<file path="config.mk">
export PLATFORM = sky130hd
export DESIGN_NAME = alu_seq
export DESIGN_NICKNAME = d
export VERILOG_FILES = /design/src/rtl/alu_pkg.sv /design/src/rtl/alu_regfile.sv /design/src/rtl/alu_seq.sv
export SDC_FILE = /design/constraint.sdc
export NUM_CORES = 1
export LEC_CHECK = 0
export BUFFER_PORTS_ARGS = -buffer_cell sky130_fd_sc_hd__buf_2
export CAP_MARGIN = 10
export CORE_MARGIN = 3
export CORE_UTILIZATION = 42
export DETAILED_ROUTE_END_ITERATION = 10
export HOLD_SLACK_MARGIN = 0.02
export SLEW_MARGIN = 20
export SYNTH_ARGS = -nofsm -noshare
export SYNTH_HDL_FRONTEND = slang
export SYNTH_SLANG_ARGS = --single-unit
export TNS_END_PERCENT = 50
</file>
<file path="constraint.sdc">
create_clock -name clk -period 2.42 [get_ports clk]
set_input_delay 0.484 -clock clk [delete_from_list [all_inputs] [get_ports clk]]
set_output_delay 0.484 -clock clk [all_outputs]
set_load 0.02 [all_outputs]
</file>
<file path="src/rtl/alu_pkg.sv">
// alu_pkg: op encodings and controller state encoding shared by alu_seq and its bench.
package alu_pkg;
    typedef enum logic [1:0] {ALU_ADD = 2'b00, ALU_SUB = 2'b01, ALU_AND = 2'b10, ALU_OR = 2'b11} alu_op_e;
    typedef enum logic [1:0] {IDLE = 2'b00, READ = 2'b01, EXEC = 2'b10, WB = 2'b11} state_e;
endpackage

</file>
<file path="src/rtl/alu_regfile.sv">
// alu_regfile: 16-bit register file with two operand reads, one external read,
// and an external write plus a writeback write that takes priority on the same address.
module alu_regfile #(
    parameter int NREG = 8,
    parameter int AW = $clog2(NREG)
) (
    input  logic          clk,
    input  logic          reset,
    input  logic          ext_en,
    input  logic [AW-1:0] ext_addr,
    input  logic [15:0]   ext_data,
    input  logic          wb_en,
    input  logic [AW-1:0] wb_addr,
    input  logic [15:0]   wb_data,
    input  logic [AW-1:0] ra0,
    input  logic [AW-1:0] ra1,
    input  logic [AW-1:0] ra2,
    output logic [15:0]   rd0,
    output logic [15:0]   rd1,
    output logic [15:0]   rd2
);
    logic [15:0] r [NREG];

    // The writeback assignment comes last so it overrides the external write on a clash.
    always_ff @(posedge clk or negedge reset) begin
        if (!reset) begin
            r <= '{default: '0};
        end else begin
            if (ext_en) r[ext_addr] <= ext_data;
            if (wb_en) r[wb_addr] <= wb_data;
        end
    end

    assign rd0 = r[ra0];
    assign rd1 = r[ra1];
    assign rd2 = r[ra2];
endmodule

</file>
<file path="src/rtl/alu_seq.sv">
// alu_seq: four-state sequencer feeding an external ALU from a register file and writing back.
// Define ALU_SEQ_ZFLAG_EN to add the flag_z (result == 0) output.
module alu_seq
    import alu_pkg::*;
#(
    parameter int NREG = 8,
    parameter int AW = $clog2(NREG)
) (
    input  logic          clk,
    input  logic          reset,
    input  logic          in_valid,
    output logic          in_ready,
    input  logic [1:0]    in_op,
    input  logic [AW-1:0] in_rd,
    input  logic [AW-1:0] in_rs1,
    input  logic [AW-1:0] in_rs2,
    input  logic          wr_en,
    input  logic [AW-1:0] wr_addr,
    input  logic [15:0]   wr_data,
    input  logic [AW-1:0] rd_addr,
    output logic [15:0]   rd_data,
    output logic [1:0]    alu_op,
    output logic [15:0]   alu_i0,
    output logic [15:0]   alu_i1,
    input  logic [15:0]   alu_o,
    input  logic          alu_cout,
    output logic          done,
    output logic          flag_c
`ifdef ALU_SEQ_ZFLAG_EN
    ,
    output logic          flag_z
`endif
);
    state_e        state, next;
    alu_op_e       op_q;
    logic [AW-1:0] rd_q, rs1_q, rs2_q;
    logic [15:0]   src0, src1, res;
    logic          res_c;

    alu_regfile #(.NREG(NREG), .AW(AW)) u_rf (
        .clk(clk), .reset(reset),
        .ext_en(wr_en), .ext_addr(wr_addr), .ext_data(wr_data),
        .wb_en(state == WB), .wb_addr(rd_q), .wb_data(res),
        .ra0(rs1_q), .ra1(rs2_q), .ra2(rd_addr),
        .rd0(src0), .rd1(src1), .rd2(rd_data)
    );

    assign in_ready = state == IDLE;

    always_comb begin
        next = state;
        case (state)
            IDLE:    next = in_valid ? READ : IDLE;
            READ:    next = EXEC;
            EXEC:    next = WB;
            default: next = IDLE;
        endcase
    end

    always_ff @(posedge clk or negedge reset) begin
        if (!reset) begin
            state  <= IDLE;
            op_q   <= ALU_ADD;
            rd_q   <= '0;
            rs1_q  <= '0;
            rs2_q  <= '0;
            alu_op <= '0;
            alu_i0 <= '0;
            alu_i1 <= '0;
            res    <= '0;
            res_c  <= 1'b0;
            done   <= 1'b0;
            flag_c <= 1'b0;
`ifdef ALU_SEQ_ZFLAG_EN
            flag_z <= 1'b0;
`endif
        end else begin
            state <= next;
            if (in_valid && in_ready) begin
                op_q  <= alu_op_e'(in_op);
                rd_q  <= in_rd;
                rs1_q <= in_rs1;
                rs2_q <= in_rs2;
            end
            if (state == READ) begin
                alu_op <= op_q;
                alu_i0 <= src0;
                alu_i1 <= src1;
            end
            if (state == EXEC) begin
                res   <= alu_o;
                res_c <= alu_cout;
            end
            done <= state == WB;
            // Logic ops leave the carry from the last add/sub untouched.
            if (state == WB && (op_q == ALU_ADD || op_q == ALU_SUB)) flag_c <= res_c;
`ifdef ALU_SEQ_ZFLAG_EN
            if (state == WB) flag_z <= res == 16'h0000;
`endif
        end
    end
endmodule
</file>
==> impl_metrics.yaml <==
run_status:
  status: "finished, final reports clean"
cts:
  clock_sinks: 194
  holdBufCountCts: 0
  clock_latency_ps: 440
  cts_made_buffers: 17
  cts_buffer_depth: 2
  cts_max_level: 4
  root_buffer: "clkbuf_16"
  cts_tree: "yes"
  clk_pin_slew_ps: 80
power_and_ir_drop:
  p_leak_nw: 6.03
  power.density_nw_per_um2: 1410
  swShare: 0.445
  vdd_ir_drop_max_v: 0.000518
  power.share.combinational: 0.451
  clkPwrFrac: 0.153
  p_sw_mw: 8.42
  seqPwrFrac: 0.396
  p_int_mw: 10.5
routing:
  vias: 9166
  drt-total-wl_mm: 37.4
  drc: 0
  dr.pass1.iters: 5
  first_iter_violations: 998
  routedWlPerCell_um: 24.2
  viasPerCell: 5.94
  ant_nets: 0
synth:
  syn_inst: 1106
  ys_top_cells_by_area: "dfrtp_1 (41%), mux2i_1 (19%), mux4_1 (5.1%), mux2_2 (4.4%), nor2b_1 (3.5%)"
  synth_area_um2: 11900
  synthFlopType: "dfrtp_1"
  synth_cell_type_count: 31
  ys_seq_area_frac: 0.407
  synth_edf_count: 0
  synth_commonest_cells: "mux2i_1 (225), dfrtp_1 (194), nor2b_1 (67)"
  synth-seq-cells: 194
  synth_nets: 1164
  yosysTopAreaCellShare: 0.407
  ys.warnings.count: 0
  synthArstFlopShare: 1.00
  yosysMostFrequentCell: "mux2i_1"
  syn_avg_cell_area_um2: 10.8
  yosys.area.top_type: "dfrtp_1"
timing:
  worstMarginPinSlew_ps: 642
  period_minus_slack_ps: 2370
  hold_violations: 0
  fmax_ghz: 0.422
  setup_viol_count_final: 0
  rsz0062_at_grt: "true"
  min_period_over_period: 0.980
  slew_headroom: 0.572
  slew_violations: 0
  skew_ps: 10.9
  tns_ps: 0
  worst_hold_slack_ps: 14.6
global_route:
  grt_pass1_vias: 8947
  grt_remaining_overflow: 0
  grt_use_met2: 0.360
  grtUsageTotal: 0.247
  grt_util_met3: 0.0638
  grt_start_max_net_pins: 67
  grtUsageMet1: 0.364
  grt_pass1_wl_mm: 57.3
  antenna_found_initial: 0
  top_usage_layer: "met1"
finish:
  final-seq-area_um2: 4860
  syn2layout_area_growth_pct: 12.2
  drive_gt1_frac: 0.221
  antenna_cells: 0
  multi_input_area_um2: 6390
  final_core_util: 0.481
  layout.nets: 1211
  fill_cells: 2560
worst_setup_path:
  critical-path-max-stage-delay_ps: 590
  cp_top_family: "multiplexers"
  path_class: "input pin to output pin"
  cp_slowest_cell: "mux4_1"
  path_cells: "buf_2 -> buf_12 -> mux4_1 -> mux2_2 -> buf_2"
  crit_path_start_kind: "input pin"
  crit_buf_inv: 3
  cp_max_fo: 27
  worst_path_most_repeated_cell: "buf_2"
  crit_required_ps: 1940
  end_kind: "output pin"
  cp.arrival_ps: 1890
place:
  place_congestion: 0.940
  hpwl_mm: 25.4
  io_buffers: 106
floorplanning:
  initial_core_util: 0.428
  fp.dieW_um: 175
  io_pins: 107
  row_count: 61
  dieArea_um2: 30500
  core_um2: 27900
  die_y_um: 175
hold_path:
  holdCritPathClass: "input pin to async pin"
run:
  maxCapViolCount: 0
==> worst paths after layout <==
check                              endpoint  slack (ps)        from  depth (start not counted)
worst max-delay path            rd_data[11]          50  rd_addr[0]                          5
worst min-delay path             alu_i1[11]          10       reset                          1
worst max register to register    alu_i0[9]         500    rs1_q[2]                          4
worst min register to register    alu_op[1]         510   alu_op[1]                          1
max in group asynchronous        u_rf.r[87]        1720       reset                          2
min in group clk                     res[7]         270    alu_o[7]                          2
==> state kept, by name, summed over array words and instances (netlist names) <==
signal  cells
res_c       1
op_q        2
done        1
rd_q        3
flag_c      1
res        16
rs1_q       3
alu_i1     16
state       2
alu_i0     16
rs2_q       3
u_rf.r    128
alu_op      2
==> through the flow <==
step / std cells / total power, mW / setup slack (ps) / instance area (um^2)
2_1_floorplan: 1106 / 12.7 / 343 / 11900
3_3_place_gp: 1512 / 15.6 / 64.0 / 12800
3_5_place_dp: 1512 / 15.8 / 31.1 / 12800
4_1_cts: 1544 / 18.8 / 33.8 / 13400
5_1_grt: 1544 / 20.0 / -4.43 / 13400
6_report: 1544 / 18.9 / 48.8 / 13400
==> cell usage in the layout (no fill, tap or decap) <==
cell type,count
a211o_1,32
a21oi_1,64
a22oi_1,32
a41o_1,32
and4bb_1,2
and4bb_2,4
buf_12,10
buf_2,104
buf_4,42
bufinv_16,1
clkbuf_16,17
clkbuf_4,1
clkbuf_8,1
clkinv_2,2
clkinv_4,3
clkinv_8,3
dfrtp_1,192
dfrtp_4,2
ha_1,3
ha_2,1
inv_1,2
inv_6,4
inv_8,2
mux2_2,47
mux2i_1,225
mux4_1,21
mux4_2,11
nand2_1,65
nand2b_1,2
nand3_1,32
nand4_1,1
nand4_2,1
nand4b_1,6
nor2_1,66
nor2b_1,67
nor4b_4,2
o21ai_0,55
o21ai_1,9
==> power groups by stage <==
stage,registers [mW],clock network (mW),logic [mW]
after global routing,7.71,3.07,9.24
final,7.49,2.89,8.52
after floorplan,6.25,0,6.42
after detailed placement,7.38,0,8.43
after CTS,7.34,2.93,8.48
after global placement,7.38,0,8.27
==> final cells by class <==
cell class,count,share of cell area
multi-input cells,780,0.477
flip-flops and latches,194,0.363
repair buffers,158,0.0790
well taps,378,0.0353
clock buffers,17,0.0318
clock inverters,15,0.0129
inverters,2,0.000561
==> metal layers <==
layer | vias to the layer above | share of wire
met3 | 46 | 0.090
li1 | 4145 | -
met1 | 4553 | 0.46
met2 | 422 | 0.43
met5 | - | 0
met4 | 0 | 0.017
==> cells by family after synthesis <==
group / Yosys count / synth area share
muxes: 304 / 0.301
and+or+nand+nor: 248 / 0.106
buffers and inverters: 132 / 0.0584
DFF: 194 / 0.407
adders and majority gates: 4 / 0.00419
AOI/OAI and AO/OA: 224 / 0.124
==> repair_timing <==
action	in CTS	in global routing
gates resized for setup	0	3
endpoints found under the setup margin	0	5
endpoints found under the hold margin	0	0
setup buffers	0	0
(Power assumes the default switching activity.)
